`config.mk`:
```
export PLATFORM = sky130hd
export DESIGN_NAME = sprite_blitter
export DESIGN_NICKNAME = d
export VERILOG_FILES = /design/src/rtl/sprite_blitter.sv
export SDC_FILE = /design/constraint.sdc
export NUM_CORES = 1
export LEC_CHECK = 0
export CAP_MARGIN = 10
export CORE_ASPECT_RATIO = 1.1
export CORE_MARGIN = 2
export CORE_UTILIZATION = 51
export DETAILED_ROUTE_END_ITERATION = 12
export GPL_TIMING_DRIVEN = 0
export PLACE_DENSITY_LB_ADDON = 0.1
export SKIP_CTS_REPAIR_TIMING = 1
export SYNTH_ARGS = -nofsm -noshare
export SYNTH_HDL_FRONTEND = slang
export SYNTH_SLANG_ARGS = --single-unit
```
`constraint.sdc`:
```
create_clock -name clk_pixel -period 5.8 [get_ports clk_pixel]
set_input_delay 1.16 -clock clk_pixel [delete_from_list [all_inputs] [get_ports clk_pixel]]
set_output_delay 1.16 -clock clk_pixel [all_outputs]
set_load 0.05 [all_outputs]
```
`src/rtl/sprite_blitter.sv`:
```
// sprite_blitter: palette-indexed sprite blitter with canvas clear.
// Streams a spritesheet frame through a fixed-latency ROM into the frame buffer.
module sprite_blitter #(
  parameter int SPRITE_FRAME_WIDTH  = 64,
  parameter int SPRITE_FRAME_HEIGHT = 64,
  parameter int NUM_FRAMES          = 512,
  parameter int CANVAS_WIDTH        = 360,
  parameter int CANVAS_HEIGHT       = 720,
  parameter int PALETTE_SIZE        = 8,
  parameter int TRANSPARENT_INDEX   = 0,
  parameter int BG_INDEX            = PALETTE_SIZE - 1,
  parameter int ROM_LATENCY         = 2
) (
  input  logic clk_pixel,
  input  logic sys_rst,
  input  logic clear_req,
  output logic clear_busy,
  input  logic cmd_valid,
  output logic cmd_ready,
  input  logic signed [$clog2(CANVAS_WIDTH):0] cmd_x,
  input  logic signed [$clog2(CANVAS_HEIGHT):0] cmd_y,
  input  logic [$clog2(NUM_FRAMES)-1:0] cmd_frame,
  input  logic cmd_hflip,
  output logic [$clog2(NUM_FRAMES*SPRITE_FRAME_WIDTH*SPRITE_FRAME_HEIGHT)-1:0] sheet_addr,
  input  logic [$clog2(PALETTE_SIZE)-1:0] sheet_data,
  output logic fb_we,
  output logic [$clog2(CANVAS_WIDTH*CANVAS_HEIGHT)-1:0] fb_addr,
  output logic [$clog2(PALETTE_SIZE)-1:0] fb_din,
  output logic done
);

  localparam int W   = SPRITE_FRAME_WIDTH;
  localparam int H   = SPRITE_FRAME_HEIGHT;
  localparam int CW  = CANVAS_WIDTH;
  localparam int CH  = CANVAS_HEIGHT;
  localparam int L   = ROM_LATENCY;
  localparam int PW  = $clog2(PALETTE_SIZE);
  localparam int XW  = $clog2(CW) + 1;
  localparam int YW  = $clog2(CH) + 1;
  localparam int FW  = $clog2(NUM_FRAMES);
  localparam int SAW = $clog2(NUM_FRAMES * W * H);
  localparam int AW  = $clog2(CW * CH);
  localparam int UW  = $clog2(W);
  localparam int VW  = $clog2(H);
  localparam int DW  = $clog2(L + 1);
  // wide enough for cmd_x + u without wrap
  localparam int SXW = ((XW > UW + 1) ? XW : UW + 1) + 1;
  localparam int SYW = ((YW > VW + 1) ? YW : VW + 1) + 1;

  typedef enum logic [1:0] {
    IDLE,
    CLEAR,
    BLIT,
    DRAIN
  } state_t;

  state_t state_q, state_d;

  logic signed [XW-1:0] x_q;
  logic signed [YW-1:0] y_q;
  logic [FW-1:0] frame_q;
  logic hflip_q;
  logic [UW-1:0] u_q;
  logic [VW-1:0] v_q;
  logic [UW-1:0] col;
  logic [AW-1:0] clr_q;
  logic [DW-1:0] drn_q;
  logic accept;
  logic clr_last;
  logic blit_last;
  logic drn_last;
  logic done_d;
  logic done_q;

  logic [L-1:0] pv_q;
  logic signed [SXW-1:0] px_q [L];
  logic signed [SYW-1:0] py_q [L];
  logic signed [SXW-1:0] tx, dx;
  logic signed [SYW-1:0] ty, dy;
  logic in_range;

  assign clr_last  = clr_q == AW'(CW * CH - 1);
  assign blit_last = (u_q == UW'(W - 1)) && (v_q == VW'(H - 1));
  assign drn_last  = drn_q == DW'(L - 1);
  assign done      = done_q;

  // State register and retire pulse
  always_ff @(posedge clk_pixel) begin
    if (sys_rst) begin
      state_q <= IDLE;
      done_q  <= 1'b0;
    end else begin
      state_q <= state_d;
      done_q  <= done_d;
    end
  end

  // Next-state and handshake decode; clear wins over a command
  always_comb begin
    state_d    = state_q;
    cmd_ready  = 1'b0;
    clear_busy = 1'b0;
    accept     = 1'b0;
    done_d     = 1'b0;
    unique case (state_q)
      IDLE: begin
        cmd_ready = !clear_req;
        if (clear_req) begin
          state_d = CLEAR;
        end else if (cmd_valid) begin
          accept  = 1'b1;
          state_d = BLIT;
        end
      end
      CLEAR: begin
        clear_busy = 1'b1;
        if (clr_last) begin
          state_d = IDLE;
          done_d  = 1'b1;
        end
      end
      BLIT: begin
        if (blit_last) state_d = DRAIN;
      end
      DRAIN: begin
        if (drn_last) begin
          state_d = IDLE;
          done_d  = 1'b1;
        end
      end
      default: state_d = IDLE;
    endcase
  end

  // Command latch and walk counters
  always_ff @(posedge clk_pixel) begin
    if (sys_rst) begin
      x_q     <= '0;
      y_q     <= '0;
      frame_q <= '0;
      hflip_q <= 1'b0;
      u_q     <= '0;
      v_q     <= '0;
      clr_q   <= '0;
      drn_q   <= '0;
    end else begin
      unique case (state_q)
        IDLE: begin
          u_q   <= '0;
          v_q   <= '0;
          clr_q <= '0;
          drn_q <= '0;
          if (accept) begin
            x_q     <= cmd_x;
            y_q     <= cmd_y;
            frame_q <= cmd_frame;
            hflip_q <= cmd_hflip;
          end
        end
        CLEAR: clr_q <= clr_q + 1'b1;
        BLIT: begin
          if (u_q == UW'(W - 1)) begin
            u_q <= '0;
            v_q <= blit_last ? '0 : v_q + 1'b1;
          end else begin
            u_q <= u_q + 1'b1;
          end
        end
        DRAIN: drn_q <= drn_q + 1'b1;
        default: ;
      endcase
    end
  end

  assign col = hflip_q ? UW'(W - 1) - u_q : u_q;
  assign tx  = SXW'(x_q) + SXW'($signed({1'b0, u_q}));
  assign ty  = SYW'(y_q) + SYW'($signed({1'b0, v_q}));

  // Spritesheet read address, parked at zero when not blitting
  always_comb begin
    sheet_addr = '0;
    if (state_q == BLIT) begin
      sheet_addr = SAW'(frame_q) * SAW'(W * H)
                 + SAW'(v_q) * SAW'(W)
                 + SAW'(col);
    end
  end

  // Valid bits travel with the ROM read
  always_ff @(posedge clk_pixel) begin
    if (sys_rst) begin
      pv_q <= '0;
    end else begin
      pv_q[0] <= state_q == BLIT;
      for (int i = 1; i < L; i++) begin
        pv_q[i] <= pv_q[i-1];
      end
    end
  end

  // Target coordinates travel with the ROM read
  always_ff @(posedge clk_pixel) begin
    px_q[0] <= tx;
    py_q[0] <= ty;
    for (int i = 1; i < L; i++) begin
      px_q[i] <= px_q[i-1];
      py_q[i] <= py_q[i-1];
    end
  end

  assign dx = px_q[L-1];
  assign dy = py_q[L-1];
  assign in_range = !dx[SXW-1] && (dx < SXW'(CW))
                 && !dy[SYW-1] && (dy < SYW'(CH));

  // Frame-buffer write port: clear stream or clipped opaque pixel
  always_comb begin
    fb_we   = 1'b0;
    fb_addr = '0;
    fb_din  = '0;
    if (state_q == CLEAR) begin
      fb_we   = 1'b1;
      fb_addr = clr_q;
      fb_din  = PW'(BG_INDEX);
    end else if (pv_q[L-1] && in_range
                 && sheet_data != PW'(TRANSPARENT_INDEX)) begin
      fb_we   = 1'b1;
      fb_addr = AW'(dy) * AW'(CW) + AW'(dx);
      fb_din  = sheet_data;
    end
  end

endmodule

```
### Word level (Yosys, flattened, before mapping)

Memory sizes are Yosys's and may differ from the RTL's.
Index checks and enable logic that the tools add are counted.

* add/sub/neg operators: 10
* multipliers: 1
* divide/modulo/power cells: 0
* order comparisons: 2
* eq/ne operators: 12
* shifts and indexed selects: 0
* multiplexer cells: 29
* bitwise operators: 0
* reductions and logical operators: 17

Operators with widths (number)
* 2-to-1 mux 18 bit: 2
* one-hot mux 18 bit (2 select lines): 1
* 2-to-1 mux 6 bit: 4
* one-hot mux 6 bit (2 select lines): 2
* adder 21 x 12 -> 21 bit: 1
* adder 21 x 6 -> 21 bit: 1
* 2-to-1 mux 21 bit: 1
* adder 18 x 1 -> 18 bit, second input constant: 1
* adder 18 x 11 -> 18 bit: 1
* equality test 18 bit, second input constant: 1
* multiplier 12 x 7 -> 15 bit, second input constant: 1
* adder 11 x 7 -> 12 bit: 1
* adder 6 x 1 -> 6 bit, second input constant: 2
* equality test 6 bit, second input constant: 2
* less-than comparator 12 x 11 -> 1 bit, second input constant: 1
* adder 10 x 7 -> 11 bit: 1
* less-than comparator 11 x 10 -> 1 bit, second input constant: 1
* 2-to-1 mux 2 bit: 5
* 2-to-1 mux 1 bit: 9
* != test 2 bit, second input constant: 4
* one-hot mux 2 bit (4 select lines): 1
* logical AND 1 bit: 6
* 2-to-1 mux 3 bit: 2
* nonzero test 2 bit: 3
* 12 further kinds: 17

* register bits after elaboration: 68
* bits in latches: 0
* bits in writable memories: 46
* ROM bits: 0
* input port bits: 38
* output and inout bits: 46
* word-level logic and storage cells: 84
* memories kept: 2

Memories
* py_q: depth 2, bits a word 12, read ports 2, clocked after Yosys merged registers in 0, wr ports 2, line 77 `logic signed [SYW-1:0] py_q [L];`
* px_q: depth 2, bits a word 11, read ports 2, clocked after Yosys merged registers in 0, wr ports 2, line 76 `logic signed [SXW-1:0] px_q [L];`

### Longest topological paths before layout

Gate-level depths: netlist (run 1).
An unclocked memory read counts as a cell.

* word-level depth: 9
* gate-level depth with buffers: 20
* mapped depth without buffers: 20

### Worst setup path before layout (run 1)

Ideal clock, no wire load.

* kind: reg-to-output
* from: memory py_q[0][17] (netlist name)
* to: output port fb_addr[15]
* arrival time: 5.426 ns
* data required time: 4.640 ns
* setup slack: -0.786 ns
* stages on the path, launching flop included: 20
* buffers on the path: 0
* path through: dfxtp_1 -> inv_1 -> ha_1 -> ha_1 -> fa_1 -> inv_1 -> fa_1 -> inv_1 -> ha_1 -> nor2b_1 -> o21ai_0 -> nor2b_1 -> xnor2_1 -> ha_1 -> and3_1 -> o31ai_1 -> o311ai_0 -> a21oi_1 -> xor2_1 -> o31ai_1

RTL lines
* start: declaration: line 77
* end: declaration: line 27 `output logic [$clog2(CANVAS_WIDTH*CANVAS_HEIGHT)-1:0] fb_addr,`

==> results of run 1 <==
-- worst max-delay path, cell delays in order, from the launching register on --
cell and delay, ns:
dfxtp_4 0.37, ha_4 0.27, ha_4 0.19, fa_1 0.49
inv_2 0.05, fa_1 0.52, inv_1 0.08, ha_4 0.23
or2_2 0.28, a21oi_2 0.17, a21oi_2 0.06, xor2_1 0.17
ha_1 0.33, a21o_1 0.24, a2111oi_4 0.34, o311ai_2 0.18
nand2_1 0.10, nor2_1 0.04, a221o_2 0.40, buf_8 0.16
-- cell type report --
class                   count  area [µm²]  area share, %
repair buffers            105         996           10.7
clock inverters            11         160           1.72
inverters                  74         278           2.98
flip-flops and latches    114        2310           24.8
clock buffers              21         450           4.83
multi-input cells         625        4790           51.5
plain buffers              26        97.6           1.05
well taps                 184         230           2.47
-- per-layer routing --
metal | vias to the layer above | share of wire, % | GRT usage, %
met5 | - | 0 | 0
met3 | 35 | 4.7 | 5.59
li1 | 3112 | - | -
met4 | 0 | 2.1 | 7.30
met1 | 2928 | 42 | 27.6
met2 | 171 | 51 | 40.8
-- flip-flops by register name (all words and copies together) (netlist names) --
register,flops
px_q,22
hflip_q,1
drn_q,2
done,1
state_q,2
v_q,6
u_q,6
y_q,11
py_q,24
clr_q,18
pv_q,2
x_q,10
frame_q,9
-- kinds of logic (layout without fill, tap and decap cells) --
kind of cell / count (synthesis) / after routing / synth area share [%]
simple gates: 295 / 295 / 20.2
mux: 1 / 1 / 0.144
compound gates: 191 / 191 / 16.7
xor+xnor: 43 / 43 / 5.41
fa+ha+maj: 95 / 95 / 19.3
buf+inv: 100 / 237 / 5.39
flops: 114 / 114 / 32.8
-- power by group through the flow --
stage	Clock [mW]	Sequential (mW)	Combinational [mW]
2_1_floorplan	0	0.919	0.764
3_5_place_dp	0	0.938	1.03
5_1_grt	1.12	0.938	1.40
3_3_place_gp	0	0.933	1.01
6_report	1.07	0.927	1.28
4_1_cts	1.09	0.923	1.04
-- synth_stat cells, types with 2 or more instances --
master      n  share of area, %
nand2_1   130               7.0
dfxtp_1   114                33
a21oi_1    80               5.8
ha_1       74                13
inv_1      73               3.9
nor2_1     44               2.4
o21ai_0    38               2.7
and2_1     26               2.3
clkbuf_1   26               1.4
nand3_1    23               1.7
xor2_1     22               2.8
fa_1       21               6.0
xnor2_1    21               2.6
o211ai_1   12               1.3
a21o_1     10               1.1
nand2b_1   10              0.90
nor2b_1    10              0.90
nor3_1     10              0.72
and3_1      9              0.81
a211oi_1    8              0.86
o31ai_1     7              0.76
or2_2       7              0.63
o21a_1      6              0.65
nand3b_1    5              0.54
nand4_1     5              0.45
or3_1       5              0.45
a21boi_0    4              0.43
a211o_1     3              0.38
a31oi_1     3              0.27
o22ai_1     3              0.27
o311ai_0    3              0.38
nor3b_1     2              0.22
nor4_1      2              0.18
o21bai_1    2              0.22
-- worst paths after layout --
kind,from,cells after the start,slack [ns],to
worst max-delay path,py_q[0][18],19,-0.42,fb_addr[17]
worst min register to register,py_q[0][5],0,0.32,py_q[0][17]
worst min-delay path,py_q[0][5],0,0.32,py_q[0][17]
worst max register to register,u_q[0],7,3.30,state_q[0]
-- metrics by stage --
step                setup WS (ns)  util [%]  instance area, µm²  cells  total power, mW
finish                     -0.423      70.2                9320   1160             3.28
floorplan                 -0.0586         -                7000    839             1.68
global route               -0.603      70.2                9320   1160             3.46
global placement            -1.12      60.6                8050   1105             1.94
CTS                         -1.70      65.2                8660   1137             3.05
detailed placement          -1.26      60.6                8050   1105             1.97
==> flow_summary_export.csv, run 1 <==
group,metric,value,unit
logic_synthesis,yosys.cell_types.count,55,
placement,port_buffers,82,
run_status,outcome,"finished with violations",
job,max-cap-violations,0,
timing,setup_violations,4,
routing,ant_nets,0,
timing,hold_violations,0,
timing,rsz0062_at_grt,"yes",
logic_synthesis,synth-async-reset-ratio,0,%
global_routing,grt-ovfl-total,0,
timing,drv_slew,0,
clock_network,clock_latency,0.41,ns
timing,clock_skew,0.00737,ns
setup_path,required,4.64,ns
power_and_ir_drop,clkPwrFrac,32.7,%
routing,wire_per_inst,15.4,µm
logic_synthesis,synth_ff_type,"dfxtp_1",
setup_path,path_class,"flip-flop to output pin",
floorplan,core_area,13300,µm²
clock_network,htree_levels,4,
logic_synthesis,syn_avg_cell_area,8.29,µm²
floorplan,core.rowCount,44,
floorplan,start_util,52.4,%
power_and_ir_drop,ir_worst_vdd,210,µV
global_routing,grt_first_pass_wirelength,27200,µm
floorplan,dieArea,14600,µm²
clock_network,cts_inserted_buffers,17,
timing,fin_hold_ws,0.319,ns
power_and_ir_drop,pwr-share-comb,39.0,%
timing,period_minus_slack,6.22,ns
final_layout,mostFrequentLayoutCell,"nand2_1",
logic_synthesis,ys_seq_area_share,32.8,%
power_and_ir_drop,p_per_area,352,nW/µm²
timing,post-route-period-util,107,%
setup_path,cp.arrival,5.06,ns
setup_path,critPathMaxFanout,4,
logic_synthesis,syn_inst,839,
routing,drcViolationCount,0,
logic_synthesis,ys_warn_count,0,
global_routing,track_usage,23.2,%
power_and_ir_drop,power_frac_seq,28.3,%
global_routing,grt_antenna_before_repair,0,
timing,finalWorstSetupSlack,-0.423,ns
power_and_ir_drop,p_leak,3.88,nW
logic_synthesis,synthesis.nets,972,
global_routing,first_global_vias,6005,
routing,viasPerCell,5.38,
logic_synthesis,synth_edf_count,0,
clock_network,cts.sinks,114,
routing,routed_wl,17900,µm
final_layout,area_growth,33.9,%
clock_network,cts_tree,"yes",
power_and_ir_drop,p_sw,1.17,mW
run_status,violations,"setup timing",
clock_network,clockBufferDepth,2,
final_layout,layout.nets,1096,
routing,drtIter0Drc,259,
final_layout,final_layout_size_suffix_gt1_share,15.3,%
worst_hold_path,hold_path_class,"flip-flop to flip-flop",
routing,vias,6246,
routing,dr.pass1.iters,4,
global_routing,grt_max_degree,17,
setup_path,crit_path_start_kind,"flip-flop",
floorplan,die_w,115,µm
floorplan,die_h,127,µm
timing,relSlewSlack,47.5,%
power_and_ir_drop,p_int,2.11,mW
logic_synthesis,synth-seq-cells,114,
final_layout,final_cell_mix,"129 x nand2_1, 104 x dfxtp_1, 73 x a21oi_1, 73 x clkdlybuf4s50_1, 65 x inv_1",
clock_network,clkSlewWorstSetupHoldPaths,0.05,ns
clock_network,root_buffer,"clkbuf_16",
logic_synthesis,synthesis.area,6960,µm²
final_layout,nFillCells,1023,
placement,gp_congestion,0.866,
placement,dp_hpwl,12900,µm
timing,worst_pin_slew,0.787,ns
timing,clock.fmax,161,MHz
final_layout,antenna_cells,0,
setup_path,endpoint_kind,"output pin",
floorplan,ios,84,
timing,final.setup.tns,-1.08,ns
power_and_ir_drop,netSwitchingFraction,35.7,%
(Power assumes the default switching activity.)
==> run 2, diff against run 1 <==
--- a/config.mk
+++ b/config.mk
@@ -12,6 +12,7 @@
 export DETAILED_ROUTE_END_ITERATION = 12
 export GPL_TIMING_DRIVEN = 0
 export PLACE_DENSITY_LB_ADDON = 0.1
+export SETUP_SLACK_MARGIN = 0.05
 export SKIP_CTS_REPAIR_TIMING = 1
 export SYNTH_ARGS = -nofsm -noshare
 export SYNTH_HDL_FRONTEND = slang
==> flow_summary_export.csv, run 2 (synthesized netlist as in run 1, its figures left out) <==
group,metric,value,unit
run_status,outcome,"finished with violations",
run_status,violations,"setup timing",
power_and_ir_drop,p_per_area,353,nW/µm²
final_layout,layout.nets,1085,
routing,routed_wl,17600,µm
timing,post-route-period-util,107,%
final_layout,mostFrequentLayoutCell,"nand2_1",
setup_path,cp.arrival,5.05,ns
final_layout,nFillCells,1038,
clock_network,clockBufferDepth,2,
worst_hold_path,hold_path_class,"flip-flop to flip-flop",
clock_network,clock_latency,0.41,ns
final_layout,largest_register_ffs,24,
clock_network,cts.sinks,114,
final_layout,final_cell_mix,"129 x nand2_1, 106 x dfxtp_1, 75 x a21oi_1",
global_routing,use_met3,4.49,%
placement,dp_cells,1105,
clock_network,clkSlewWorstSetupHoldPaths,0.05,ns
power_and_ir_drop,ir_worst_vdd,259,µV
timing,period_minus_slack,6.21,ns
clock_network,root_buffer,"clkbuf_16",
power_and_ir_drop,power_frac_seq,28.6,%
power_and_ir_drop,clkPwrFrac,34.0,%
floorplan,core_area,13300,µm²
job,max-cap-violations,0,
timing,drv_slew,0,
timing,clock.fmax,161,MHz
global_routing,grt_antenna_before_repair,0,
setup_path,path_class,"flip-flop to output pin",
power_and_ir_drop,p_leak,3.80,nW
routing,drcViolationCount,0,
clock_network,cts_tree,"yes",
placement,gp_congestion,0.857,
routing,wire_per_inst,15.3,µm
routing,dr.pass1.iters,5,
routing,vias,6204,
floorplan,start_util,52.4,%
final_layout,finalNonFillerCells,1149,
floorplan,die_w,115,µm
timing,finalWorstSetupSlack,-0.409,ns
timing,relSlewSlack,45.5,%
power_and_ir_drop,design_power_total,3.24,mW
power_and_ir_drop,p_int,2.09,mW
placement,port_buffers,82,
timing,hold_violations,0,
global_routing,grtUsageMet1,27.7,%
routing,drtIter0Drc,329,
routing,ant_nets,0,
power_and_ir_drop,pwr-share-comb,37.4,%
floorplan,core.rowCount,44,
global_routing,grt_use_met2,41.0,%
final_layout,largest-register,"py_q",
placement,pre_cts_slack,-0.988,ns
global_routing,track_usage,23.3,%
timing,rsz0062_at_grt,"yes",
power_and_ir_drop,netSwitchingFraction,35.3,%
final_layout,largestRegisters,"py_q (24), px_q (22), clr_q (18)",
placement,dp_hpwl,12700,µm
power_and_ir_drop,p_sw,1.14,mW
clock_network,cts_inserted_buffers,17,
final_layout,area_growth,31.8,%
timing,setup_violations,4,
setup_path,required,4.64,ns
timing,worst_pin_slew,0.818,ns
global_routing,grt-ovfl-total,0,
timing,clock_skew,0.0157,ns
setup_path,endpoint_kind,"output pin",
setup_path,critPathMaxFanout,5,
floorplan,dieArea,14600,µm²
floorplan,die_h,127,µm
final_layout,final_layout_size_suffix_gt1_share,13.0,%
final_layout,antenna_cells,0,
global_routing,grt_busiest_layer,"met2",
global_routing,grt_first_pass_wirelength,27400,µm
floorplan,ios,84,
global_routing,first_global_vias,6060,
clock_network,htree_levels,4,
timing,fin_hold_ws,0.323,ns
routing,viasPerCell,5.40,
global_routing,grt_max_degree,17,
setup_path,crit_path_start_kind,"flip-flop",
run 2: stage by stage:
step	setup TNS, ns	util, %	cell area (µm²)
floorplan	-0.0729	-	7030
global placement	-3.84	60.9	8080
detailed placement	-4.72	60.9	8080
CTS	-7.97	65.7	8710
global route	-1.99	69.1	9170
finish	-1.20	69.1	9170
run 2: power groups by stage:
stage                     logic (mW)  clock network, mW  registers, mW
final                           1.21               1.10          0.928
after global routing            1.33               1.15          0.937
after CTS                       1.06               1.12          0.921
after detailed placement        1.05                  0          0.937
after global placement          1.03                  0          0.933
after floorplan                0.778                  0          0.919
run 2: final timing paths:
kind	cells past startpoint	slack, ns	endpoint	startpoint
max	20	-0.41	fb_addr[17]	py_q[0][16]
min	0	0.32	px_q[0][16]	px_q[0][5]
max reg2reg	7	3.31	state_q[0]	u_q[0]
min reg2reg	0	0.32	px_q[0][16]	px_q[0][5]
run 2: critical path, cell delays in order (launching register included):
cell and delay (ns):
dfxtp_4 0.40, ha_4 0.21, ha_4 0.26, inv_2 0.04
fa_1 0.45, fa_1 0.52, inv_1 0.07, ha_4 0.23
a21oi_4 0.19, nor2b_4 0.06, o21ai_4 0.18, a21oi_2 0.09
xor2_1 0.17, ha_1 0.35, a21o_1 0.25, a2111oi_4 0.31
o311ai_2 0.18, nand2_1 0.11, nor2_2 0.04, a221o_2 0.38
buf_8 0.15
run 2: area by class of cell:
| class | count | area, µm² | area share (%) |
|---|---|---|---|
| buffer | 26 | 97.6 | 1.06 |
| clock buffer | 23 | 478 | 5.21 |
| clock inverter | 9 | 153 | 1.66 |
| inverter | 74 | 280 | 3.06 |
| multi-input combinational | 625 | 4720 | 51.4 |
| sequential | 114 | 2300 | 25.1 |
| tap | 184 | 230 | 2.51 |
| timing repair buffer | 94 | 911 | 9.93 |
run 2: metal layers:
layer | vias to the layer above | share of wire [%]
met5 | - | 0
met4 | 0 | 1.6
met2 | 168 | 52
li1 | 3088 | -
met1 | 2924 | 42
met3 | 24 | 4.4
